$ cat config.mk
export PLATFORM = sky130hd
export DESIGN_NAME = hazard_sb
export DESIGN_NICKNAME = d
export VERILOG_FILES = /design/src/rtl/hazard_sb_pkg.sv /design/src/rtl/hazard_sb_entry.sv /design/src/rtl/hazard_sb.sv
export SDC_FILE = /design/constraint.sdc
export NUM_CORES = 1
export LEC_CHECK = 0
export CORE_AREA = 2 2 129 131
export DETAILED_ROUTE_END_ITERATION = 8
export DIE_AREA = 0 0 131 133
export MAX_ROUTING_LAYER = met4
export PLACE_DENSITY = 0.73
export SLEW_MARGIN = 20
export SYNTH_ARGS = -nofsm -noshare
export SYNTH_HDL_FRONTEND = slang
export SYNTH_SLANG_ARGS = --single-unit
$ cat constraint.sdc
create_clock -name clk -period 3.37 [get_ports clk]
set_input_delay 0.337 -clock clk [delete_from_list [all_inputs] [get_ports clk]]
set_output_delay 0.337 -clock clk [all_outputs]
set_load 0.005 [all_outputs]
$ cat src/rtl/hazard_sb_pkg.sv
// Shared defaults and producer latency constants
// for the D-stage hazard scoreboard.
package hazard_sb_pkg;

  localparam int NREG_DEF    = 32;
  localparam int MAX_LAT_DEF = 3;
  localparam int NSTALL_DEF  = 3;

  localparam int LAT_ALU  = 1;
  localparam int LAT_LOAD = 2;

endpackage

$ cat src/rtl/hazard_sb_entry.sv
// One scoreboard counter: cycles until the
// register value becomes forwardable.
module hazard_sb_entry #(
  parameter int LW = 2
) (
  input  logic          clk,
  input  logic          resetn,
  input  logic          clr,
  input  logic          hold,
  input  logic          load,
  input  logic [LW-1:0] loadVal,
  output logic [LW-1:0] cnt
);

  always_ff @(posedge clk or negedge resetn) begin
    if (!resetn) begin
      cnt <= '0;
    end else if (clr) begin
      cnt <= '0;
    end else if (hold) begin
      cnt <= cnt;
    end else if (load) begin
      cnt <= loadVal;
    end else if (cnt != '0) begin
      cnt <= cnt - LW'(1);
    end
  end

endmodule

$ cat src/rtl/hazard_sb.sv
// D-stage hazard scoreboard: dependency stalls,
// global freeze and exception flush control.
module hazard_sb
  import hazard_sb_pkg::*;
#(
  parameter int NREG    = NREG_DEF,
  parameter int AW      = $clog2(NREG),
  parameter int MAX_LAT = MAX_LAT_DEF,
  parameter int LW      = $clog2(MAX_LAT + 1),
  parameter int NSTALL  = NSTALL_DEF
) (
  input  logic              clk,
  input  logic              resetn,
  input  logic              valid_d,
  input  logic [AW-1:0]     rs_d,
  input  logic [AW-1:0]     rt_d,
  input  logic              use_rs_d,
  input  logic              use_rt_d,
  input  logic              branch_d,
  input  logic              wen_d,
  input  logic [AW-1:0]     wreg_d,
  input  logic [LW-1:0]     lat_d,
  input  logic [NSTALL-1:0] long_stall_req,
  input  logic              except_m,
  output logic              stall_f,
  output logic              stall_d,
  output logic              stall_e,
  output logic              stall_m,
  output logic              stall_w,
  output logic              flush_f,
  output logic              flush_d,
  output logic              flush_e,
  output logic              flush_m,
  output logic              flush_w,
  output logic              longest_stall,
  output logic [31:0]       stall_cnt
);

  logic [LW-1:0] cnt [NREG];
  logic [LW-1:0] latClip;
  logic [LW:0]   latWide;
  logic          freeze;
  logic          issue;
  logic          hzRs;
  logic          hzRt;
  logic          depStall;
  logic [31:0]   stallCnt;

  assign cnt[0] = '0;

  assign longest_stall = |long_stall_req;
  assign freeze        = longest_stall & ~except_m;

  // Branches compare in D, so they need the value
  // now; others can take it off the bypass next cycle.
  assign hzRs = use_rs_d && (rs_d != '0) &&
                (branch_d ? (cnt[rs_d] != '0)
                          : (cnt[rs_d] > LW'(1)));
  assign hzRt = use_rt_d && (rt_d != '0) &&
                (branch_d ? (cnt[rt_d] != '0)
                          : (cnt[rt_d] > LW'(1)));

  assign depStall = valid_d & (hzRs | hzRt);

  assign stall_d = depStall | longest_stall;
  assign stall_f = stall_d & ~except_m;
  assign stall_e = longest_stall;
  assign stall_m = longest_stall;
  assign stall_w = longest_stall & ~except_m;

  assign flush_e = (depStall & ~longest_stall) | except_m;
  assign flush_f = except_m;
  assign flush_d = except_m;
  assign flush_m = except_m;
  assign flush_w = except_m;

  assign latWide = {1'b0, lat_d};
  assign latClip = (latWide > (LW + 1)'(MAX_LAT)) ?
                   LW'(MAX_LAT) : lat_d;

  assign issue = valid_d & wen_d & (wreg_d != '0) &
                 (lat_d != '0) & ~stall_d & ~except_m;

  for (genvar r = 1; r < NREG; r++) begin : g_ent
    hazard_sb_entry #(
      .LW(LW)
    ) u_ent (
      .clk    (clk),
      .resetn (resetn),
      .clr    (except_m),
      .hold   (freeze),
      .load   (issue && (wreg_d == AW'(r))),
      .loadVal(latClip),
      .cnt    (cnt[r])
    );
  end

  always_ff @(posedge clk or negedge resetn) begin
    if (!resetn) begin
      stallCnt <= '0;
    end else if (stall_d && (stallCnt != '1)) begin
      stallCnt <= stallCnt + 32'd1;
    end
  end

  assign stall_cnt = stallCnt;

endmodule

# After elaboration in Yosys (flattened, before gate mapping)
# Cells that the tools add are included.
dict set report word_totals {
  regBits 94
  in_bits 28
}
dict set report op_classes {
  addsub 32
  magnitude_cmp 5
  eq_ne 33
  muxes 133
  n_bitwise 17
  n_reduce_logical 136
}
# op n
set ops {}
lappend ops {{$mux 2} 129}
lappend ops {{$reduce_bool 3->1} 31}
lappend ops {{$eq 5x5->1 const B} 16}
lappend ops {{$reduce_bool 2->1} 34}
lappend ops {{$reduce_and 2->1} 31}
lappend ops {{$sub 2x1->2 const B} 31}
lappend ops {{$eq 5x4->1 const B} 8}
lappend ops {{$logic_and 1x1->1} 36}
lappend ops {{$add 32x1->32 const B} 1}
lappend ops {{$ne 32x32->1 const B} 1}
lappend ops {{$bmux 2 s5} 2}
lappend ops {{$eq 5x3->1 const B} 4}
lappend ops {{$reduce_bool 5->1} 3}
lappend ops {{$ge 6x6->1 const B} 2}
lappend ops {{$not 5->6} 2}
lappend ops {{$eq 5x2->1 const B} 2}
lappend ops {{$and 1x1->1} 9}
lappend ops {{$eq 5x1->1 const B} 1}
lappend ops {{$gt 2x1->1 const B} 2}
lappend ops {{$not 1->1} 3}
lappend ops {{$or 1x1->1} 3}
lappend ops {{$reduce_or 3->1} 1}
lappend ops {{$gt 2x2->1 const B} 1}
lappend ops {{$mux 1} 2}
lappend ops {{$ne 2x2->1 const B} 1}

# Longest topological paths before layout
# Gate-level depths: netlist of run 1.
dict set report logic_depth {
  ltp_word 17
  mapped_depth 13
  ltp_nobuf 8
}

# Hierarchy
# Synthesis of run 1 repeated with hierarchy kept, for this count alone.
dict set report unflattened {
  cells_unflattened 766
  area_unflattened_um2 7199.4
}
# module instances cells_each area_per_inst_um2 seq_area_each_um2
set modules_own_cells {}
lappend modules_own_cells {{hazard_sb_entry at g_ent[10].u_ent ...} 28 14 128.9 50.0}
lappend modules_own_cells {hazard_sb 1 329 3189.3 800.8}
lappend modules_own_cells {{hazard_sb_entry at g_ent[7].u_ent ...} 3 15 133.9 50.0}

# Worst setup path after synthesis of run 1
# OpenSTA, ideal clock, no wires.
dict set report synth_path {
  path_kind {input -> output}
  startpoint {input rs_d[0]}
  endpoint {output stall_f}
  arrival_ns 2.679
  setup_slack_ns 0.354
  path_stages 11
  cell_sequence {buf_6 mux4_2 mux2_2 or3_1 a21oi_1 a211oi_2 buf_6 buf_6 or2_2 a21o_1 nor2b_1}
}
dict set report synth_via {
  elab_chain_cells 11
}
# item line_no
set synth_rtl {}
lappend synth_rtl {{from (decl)} hazard_sb.sv:15} ;# input logic [AW-1:0] rs_d,
lappend synth_rtl {{$not 5->6 (not written as such)} {hazard_sb.sv:57, hazard_sb.sv:58}}
lappend synth_rtl {{$bmux 2 s5} {hazard_sb.sv:57, hazard_sb.sv:58}}
lappend synth_rtl {{$mux 2 (not written as such) (2 in a row)} {hazard_sb.sv:57, hazard_sb.sv:58}}
lappend synth_rtl {{$gt 2x1->1 / $reduce_bool 2->1 (equally long branches)} {hazard_sb.sv:58, hazard_sb.sv:57}}
lappend synth_rtl {{$mux 1} hazard_sb.sv:57} ;# (branch_d ? (cnt[rs_d] != '0)
lappend synth_rtl {{$logic_and 1x1->1 (*)} hazard_sb.sv:56} ;# assign hzRs = use_rs_d && (rs_d != '0) &&
lappend synth_rtl {{$or 1x1->1 (*)} hazard_sb.sv:63} ;# assign depStall = valid_d & (hzRs | hzRt);
lappend synth_rtl {{$and 1x1->1 (*)} hazard_sb.sv:63}
lappend synth_rtl {{$or 1x1->1 (*)} hazard_sb.sv:65} ;# assign stall_d = depStall | longest_stall;
lappend synth_rtl {{net stall_d} hazard_sb.sv:26} ;# output logic stall_d,
lappend synth_rtl {{$and 1x1->1 (*)} hazard_sb.sv:66} ;# assign stall_f = stall_d & ~except_m;
lappend synth_rtl {{to (decl)} hazard_sb.sv:25} ;# output logic stall_f,
# The timed path passes the listed nets; every way through them passes the cells marked *. The select of a mux whose other input is x is not followed.

# Worst setup path after layout of run 1
dict set report layout_path {
  startpoint {register g_ent[15].u_ent.cnt[1]}
  endpoint {register g_ent[30].u_ent.cnt[1]}
}
dict set report layout_via {
  elab_chain_cells 16
}
# item line_no
set layout_rtl {}
lappend layout_rtl {{from (decl)} hazard_sb_entry.sv:12} ;# output logic [LW-1:0] cnt
lappend layout_rtl {{from (signal assigned)} hazard_sb_entry.sv:21} ;# cnt <= cnt;
lappend layout_rtl {{from (signal assigned)} hazard_sb_entry.sv:23} ;# cnt <= loadVal;
lappend layout_rtl {{from (signal assigned)} hazard_sb_entry.sv:25} ;# cnt <= cnt - LW'(1);
lappend layout_rtl {{$bmux 2 s5, on equally long branches} -}
lappend layout_rtl {{$mux 2, on equally long branches (2 in a row)} -}
lappend layout_rtl {{$gt 2x1->1 (tied with other cells)} hazard_sb.sv:58} ;# : (cnt[rs_d] > LW'(1)));
lappend layout_rtl {{$mux 1, on equally long branches} {hazard_sb.sv:57, hazard_sb.sv:60}}
lappend layout_rtl {{$logic_and 1x1->1, on equally long branches} {hazard_sb.sv:56, hazard_sb.sv:59}}
lappend layout_rtl {{$or 1x1->1 (*)} hazard_sb.sv:63}
lappend layout_rtl {{$and 1x1->1 (*)} hazard_sb.sv:63}
lappend layout_rtl {{$or 1x1->1 (*)} hazard_sb.sv:65}
lappend layout_rtl {{$not 1->1 (*)} hazard_sb.sv:82} ;# (lat_d != '0) & ~stall_d & ~except_m;
lappend layout_rtl {{$and 1x1->1 (*) (2 in a row)} hazard_sb.sv:82}
lappend layout_rtl {{$logic_and 1x1->1 (*)} hazard_sb.sv:92} ;# .load (issue && (wreg_d == AW'(r))),
lappend layout_rtl {{$mux 2} hazard_sb_entry.sv:22} ;# end else if (load) begin
lappend layout_rtl {{$mux 2} hazard_sb_entry.sv:20} ;# end else if (hold) begin
lappend layout_rtl {{$mux 2} hazard_sb_entry.sv:18} ;# end else if (clr) begin
lappend layout_rtl {{to (signal assigned)} hazard_sb_entry.sv:21}
lappend layout_rtl {{to (signal assigned)} hazard_sb_entry.sv:23}
lappend layout_rtl {{to (signal assigned)} hazard_sb_entry.sv:25}
lappend layout_rtl {{to (decl)} hazard_sb_entry.sv:12}
# Every way passes the cells marked *; elsewhere a longest branch is shown, timed or not. The select of a mux whose other input is x is not followed.
# A chain may end at the register's enable or synchronous reset.

==> results.yml, run 1 <==
outcome:
  status: "completed"
yosys:
  synth-main-ff-cell: "dfrtp_1"
  ys_ff_latch: 94
  yosysUniqueCellTypes: 66
  synth-async-reset-ratio: 1.00
  postSynthAreaPerCell_um2: 8.68
  syn_inst: 871
  netlist_area_um2: 7560
  synth_edf_count: 0
  seq_area_frac_synth: 0.311
  synth_nets: 931
  yosys_warnings: 0
drt:
  ant_nets: 0
  drt_iter0_drc: 648
  routed_wl_um: 22300
  wl_per_cell_um: 18.7
  vias: 7210
  avgViaCountPerCell: 6.06
  drt_pre_antenna_iters: 5
  drc: 0
place:
  pre_cts_slack_ns: -0.466
  portBuffers: 70
  dpl.hpwl_um: 16000
  gp_congestion: 0.875
  placed_cells: 1174
layout:
  area_growth_pct: 22.4
  nets: 1025
  num_antenna_cells: 0
  multi_input_area_um2: 4720
  drive_above_1_share: 0.166
  regArea_um2: 2350
  n_fill_cell: 1407
  finalNonFillerCells: 1190
timing:
  setup_viol_count_final: 0
  relSlewSlack: 0.422
  maxSlewViolCount: 0
  rsz0062_at_grt: "false"
  skew_ns: 0.00751
  max_freq_ghz: 0.306
  tightest_slew_ns: 0.867
  final.min_clock_period_ns: 3.27
  fin_crit_sh: 0.970
  hold_violations: 0
  setup_slack_ns: 0.102
setup_path:
  worstSetupStartpointType: "register"
  crit_path_cell_trace: "mux4_2 -> mux2_2 -> or3_4 -> a21oi_2 -> buf_4 -> a211oi_4 -> buf_4 -> buf_12 -> or4_1 -> mux2i_1 -> o22ai_1"
  endpoint: "g_ent[30].u_ent.cnt[1]"
  crit_path_top_delay_cell: "or4_1"
  crit_top_cell: "buf_4"
  crit_type: "register to register"
  path_max_fanout: 30
  r2r-start: "g_ent[15].u_ent.cnt[1]"
  critPathLaunch: "g_ent[15].u_ent.cnt[1]"
  r2r-end: "g_ent[30].u_ent.cnt[1]"
  max_stage_delay_ns: 0.60
  cp_num_buf_inv: 3
  cp_top_family: "multiplexers"
  rr_worst_depth: 11
  endpoint_kind: "register"
  reg2reg_slack_ns: 0.10
  cp.required_ns: 3.56
  arrival_ns: 3.46
  crit_cells: 11
clock_tree:
  clkTransAtPathRegs_ns: 0.08
  root_buffer: "clkbuf_16"
  cts_tree: "built"
  h-tree-depth: 3
  postCtsSetupBuffers: 0
  clock_latency_ns: 0.36
  cts_buffer_depth: 2
  cts_made_buffers: 9
  cts_hold_buf: 0
  cts_num_sinks: 94
global_routing:
  gr-total-overflow: 0
  grt_max_degree: 92
  grt_pass1_vias: 7133
  grtUsageTotal: 0.275
  antenna_found_initial: 0
  grt_pass1_wl_um: 36700
die:
  die_w_um: 131
  ios: 71
  core-area_um2: 16200
  die_h_um: 133
  rows: 47
  die_area_um2: 17400
  start_util: 0.468
power:
  vdd_drop_max_mv: 0.371
  power_density_nw_per_um2: 512
  leakagePower_nw: 3.56
hold_path:
  min_path_type: "input port to async pin"
run:
  drv_cap: 0
==> power by group <==
part | switching [mW] | internal (mW)
clock network | 0.511 | 0.517
logic | 0.903 | 1.01
registers | 0.395 | 1.40
==> stage by stage <==
stage / instance area, um^2 / util / hold slack, ns / setup TNS (ns) / power (mW)
CTS: 9250 / 0.572 / 0.0892 / 0 / 4.75
global route: 9260 / 0.572 / 0.116 / 0 / 5.07
floorplan: 7560 / - / 0.0414 / 0 / 2.89
finish: 9260 / 0.572 / 0.0612 / 0 / 4.74
global placement: 8960 / 0.554 / 0.464 / -20.29 / 3.65
detailed placement: 8960 / 0.554 / 0.470 / -19.98 / 3.71
==> repair_timing <==
action,in CTS,in global routing
endpoints found under the setup margin,9,4
gates cloned,0,0
resized for setup,10,6
pin swaps,1,2
endpoints found under the hold margin,0,0
==> sequential cells by signal (all words and copies together) (netlist names) <==
| name | count |
|---|---|
| g_ent.u_ent.cnt | 62 |
| stall_cnt | 32 |
==> cell families (layout without fill, tap and decap cells) <==
family / count (synthesis) / in the layout / share of synthesized area
compound gates: 162 / 162 / 0.149
xor+xnor: 32 / 32 / 0.0371
fa+ha+maj: 32 / 32 / 0.0529
buf+inv: 135 / 234 / 0.0744
flops: 94 / 94 / 0.311
mux: 61 / 61 / 0.125
simple gates: 355 / 355 / 0.250
==> cell type report <==
cell class                 count  share of cell area
inverter                      71              0.0288
timing repair buffer         147               0.147
clock inverter                 7             0.00662
multi-input combinational    642               0.509
tap                          220              0.0297
clock buffer                   9              0.0243
sequential                    94               0.254
==> worst min path at each step <==
| stage | from | to | slack [ns] | cells past startpoint |
|---|---|---|---|---|
| 6_report | resetn | g_ent[22].u_ent.cnt[1] | 0.06 | 1 |
| 5_1_grt | resetn | stall_cnt[14] | 0.12 | 1 |
| 4_1_cts | resetn | stall_cnt[14] | 0.09 | 1 |
| 3_5_place_dp | resetn | g_ent[22].u_ent.cnt[1] | 0.47 | 1 |
| 3_3_place_gp | resetn | g_ent[22].u_ent.cnt[1] | 0.46 | 1 |
| 2_1_floorplan | resetn | g_ent[10].u_ent.cnt[0] | 0.04 | 0 |
==> worst register-to-register path: cells and delay by family (launching register included) <==
kind | cells | cell delay, ns
buf+inv | 3 | 0.49
compound gates | 3 | 0.29
simple gates | 2 | 0.94
flops | 1 | 0.43
mux | 3 | 0.94
==> Yosys cell counts (15+ instances only) <==
cell type	count	area share
o22ai_1	16	0.013
nand3_1	32	0.021
a21oi_1	34	0.022
nor2_1	62	0.031
inv_1	70	0.035
dfrtp_1	94	0.31
mux4_2	26	0.077
or3_1	19	0.016
mux2i_1	25	0.033
ha_1	32	0.053
clkbuf_1	46	0.023
a22oi_1	15	0.015
nor3_1	34	0.022
nand2_1	89	0.044
xor2_1	27	0.031
or4_1	28	0.028
nor4_1	25	0.021
o21ai_0	22	0.015
==> placed cells by master, fill, tap and decap left out, drive strengths merged, types with 22 or more instances in the layout <==
cell | Yosys | layout
mux2i | 25 | 25
or4 | 29 | 29
nor4 | 32 | 32
o21ai | 22 | 22
nand2 | 89 | 89
ha | 32 | 32
xor2 | 27 | 27
nor2 | 62 | 62
a21oi | 34 | 34
nor3 | 35 | 35
mux4 | 26 | 26
inv | 70 | 75
buf | 18 | 80
dfrtp | 94 | 94
nand3 | 32 | 32
clkdlybuf4s50 | 0 | 63
==> layer usage <==
layer  global-route usage  vias to the layer above  part of all wire
li1                     -                     3380                 -
met2                0.407                      304              0.46
met3               0.0429                       51             0.079
met4                0.107                        0             0.027
met1                0.379                     3475              0.43
met5                    -                        -                 0
No activity file was read; power rests on OpenSTA's default activity.
==> run 2, diff against run 1 <==
--- a/config.mk
+++ b/config.mk
@@ -5,11 +5,11 @@
 export SDC_FILE = /design/constraint.sdc
 export NUM_CORES = 1
 export LEC_CHECK = 0
-export CORE_AREA = 2 2 129 131
+export CORE_AREA = 2 2 117 119
 export DETAILED_ROUTE_END_ITERATION = 8
-export DIE_AREA = 0 0 131 133
+export DIE_AREA = 0 0 119 121
 export MAX_ROUTING_LAYER = met4
-export PLACE_DENSITY = 0.73
+export PLACE_DENSITY = 0.85
 export SLEW_MARGIN = 20
 export SYNTH_ARGS = -nofsm -noshare
 export SYNTH_HDL_FRONTEND = slang
==> results.yml, run 2 (same netlist as run 1, synthesis figures left out) <==
setup_path:
  endpoint: "stall_f"
  crit_type: "register to output pin"
  r2r-start: "g_ent[15].u_ent.cnt[1]"
  r2r-end: "g_ent[30].u_ent.cnt[1]"
  reg2reg_slack_ns: 0.26
  rr_worst_depth: 9
  endpoint_kind: "output pin"
  worstSetupStartpointType: "register"
  cp.required_ns: 3.03
  path_max_fanout: 2
  critPathLaunch: "g_ent[15].u_ent.cnt[1]"
  arrival_ns: 2.93
power:
  clockPowerShare: 0.228
  vdd_drop_max_mv: 0.473
  internal_power_mw: 3.00
  leakagePower_nw: 3.53
  swShare: 0.378
  seqPwrFrac: 0.372
  power_frac_comb: 0.400
  p_sw_mw: 1.82
  power_density_nw_per_um2: 527
layout:
  final_cell_mix: "dfrtp_1 (94), nand2_1 (89), inv_1 (70), nor2_1 (62), clkdlybuf4s50_1 (62)"
  final_common_cell: "dfrtp_1"
  area_growth_pct: 20.8
  largest-register: "g_ent.u_ent.cnt"
  nets: 1014
  drive_above_1_share: 0.151
  n_fill_cell: 995
  largest_reg_flops: 62
timing:
  hold_ws_ns: 0.0371
  rsz0062_at_grt: "false"
  final.min_clock_period_ns: 3.27
  tightest_slew_ns: 0.789
  hold_violations: 0
  skew_ns: 0.00891
  setup_viol_count_final: 0
  setup_slack_ns: 0.0998
  max_freq_ghz: 0.306
  relSlewSlack: 0.474
  maxSlewViolCount: 0
  fin_crit_sh: 0.970
drt:
  drt_iter0_drc: 852
  drc: 0
  routed_wl_um: 22200
  drt_pre_antenna_iters: 5
  m1WireLength_um: 9210
  met3_length_um: 2150
  top_layer: "met4"
  wl_per_cell_um: 19.6
  vias: 7388
  avgViaCountPerCell: 6.50
  wl_met2_um: 10300
  ant_nets: 0
clock_tree:
  root_buffer: "clkbuf_16"
  h-tree-depth: 3
  cts_buffer_depth: 2
  cts_num_sinks: 94
  cts_made_buffers: 9
  clock_latency_ns: 0.36
  clkTransAtPathRegs_ns: 0.07
  cts_hold_buf: 0
  cts_tree: "built"
hold_path:
  min_path_type: "input port to async pin"
global_routing:
  gr-total-overflow: 0
  grtUsageTotal: 0.327
  grt_max_degree: 92
  antenna_found_initial: 1
  grt_pass1_vias: 7048
  grt_pass1_wl_um: 36300
place:
  gp_congestion: 0.952
  portBuffers: 70
  dpl.hpwl_um: 15300
  pre_cts_slack_ns: -0.435
die:
  die_area_um2: 14400
  die_w_um: 119
  rows: 42
  die_h_um: 121
  core-area_um2: 13100
  ios: 71
  start_util: 0.578
outcome:
  status: "completed"
run:
  drv_cap: 0
[run 2: repair_timing]
action,CTS,global route
pin swaps,1,1
gates resized for setup,10,2
gates cloned,1,0
endpoints found under the setup margin,6,2
buffers inserted,2,0
[run 2: worst min-delay path by stage]
stage           start                      to  slack [ns]
4_1_cts        resetn  g_ent[22].u_ent.cnt[1]        0.07
3_3_place_gp   resetn  g_ent[21].u_ent.cnt[0]        0.44
3_5_place_dp   resetn  g_ent[22].u_ent.cnt[1]        0.44
6_report       resetn  g_ent[22].u_ent.cnt[1]        0.04
5_1_grt        resetn  g_ent[22].u_ent.cnt[1]        0.09
2_1_floorplan  resetn  g_ent[10].u_ent.cnt[0]        0.04
[run 2: power by group through the flow]
stage | clock (mW) | sequential [mW] | combinational [mW]
4_1_cts | 1.10 | 1.77 | 1.92
3_3_place_gp | 0 | 1.79 | 1.80
6_report | 1.10 | 1.79 | 1.92
2_1_floorplan | 0 | 1.70 | 1.19
5_1_grt | 1.16 | 1.83 | 2.14
3_5_place_dp | 0 | 1.79 | 1.89
[run 2: final cells by class]
cell class | count | area, um^2 | share of cell area
tap | 176 | 220 | 0.0241
clock buffer | 10 | 229 | 0.0251
inverter | 71 | 267 | 0.0292
antenna | 1 | 2.50 | 0.000274
multi-input combinational | 642 | 4710 | 0.515
timing repair buffer | 136 | 1280 | 0.140
sequential | 94 | 2350 | 0.258
clock inverter | 6 | 76.3 | 0.00836
[run 2: metrics by stage]
step / util / instance area [um^2] / setup TNS [ns] / std cells / total power, mW
3_3_place_gp: 0.669 / 8750 / -17.61 / 1116 / 3.59
2_1_floorplan: - / 7560 / 0 / 871 / 2.89
5_1_grt: 0.698 / 9130 / 0 / 1136 / 5.13
3_5_place_dp: 0.669 / 8750 / -21.39 / 1116 / 3.67
4_1_cts: 0.697 / 9130 / 0 / 1135 / 4.79
6_report: 0.698 / 9130 / 0 / 1136 / 4.82
[run 2: layer usage]
metal | up-vias | track usage
li1 | 3359 | -
met2 | 432 | 0.487
met1 | 3541 | 0.442
met4 | 0 | 0.147
met5 | - | -
met3 | 56 | 0.0545
[run 2: critical path, cell delays in order (launching register included)]
cell	delay (ns)
dfrtp_1	0.41
mux4_2	0.47
mux2_2	0.27
or3_1	0.32
a21oi_2	0.18
a211oi_4	0.07
or2_4	0.28
a21o_1	0.19
nor2b_1	0.12
dlygate4sd2_1	0.27
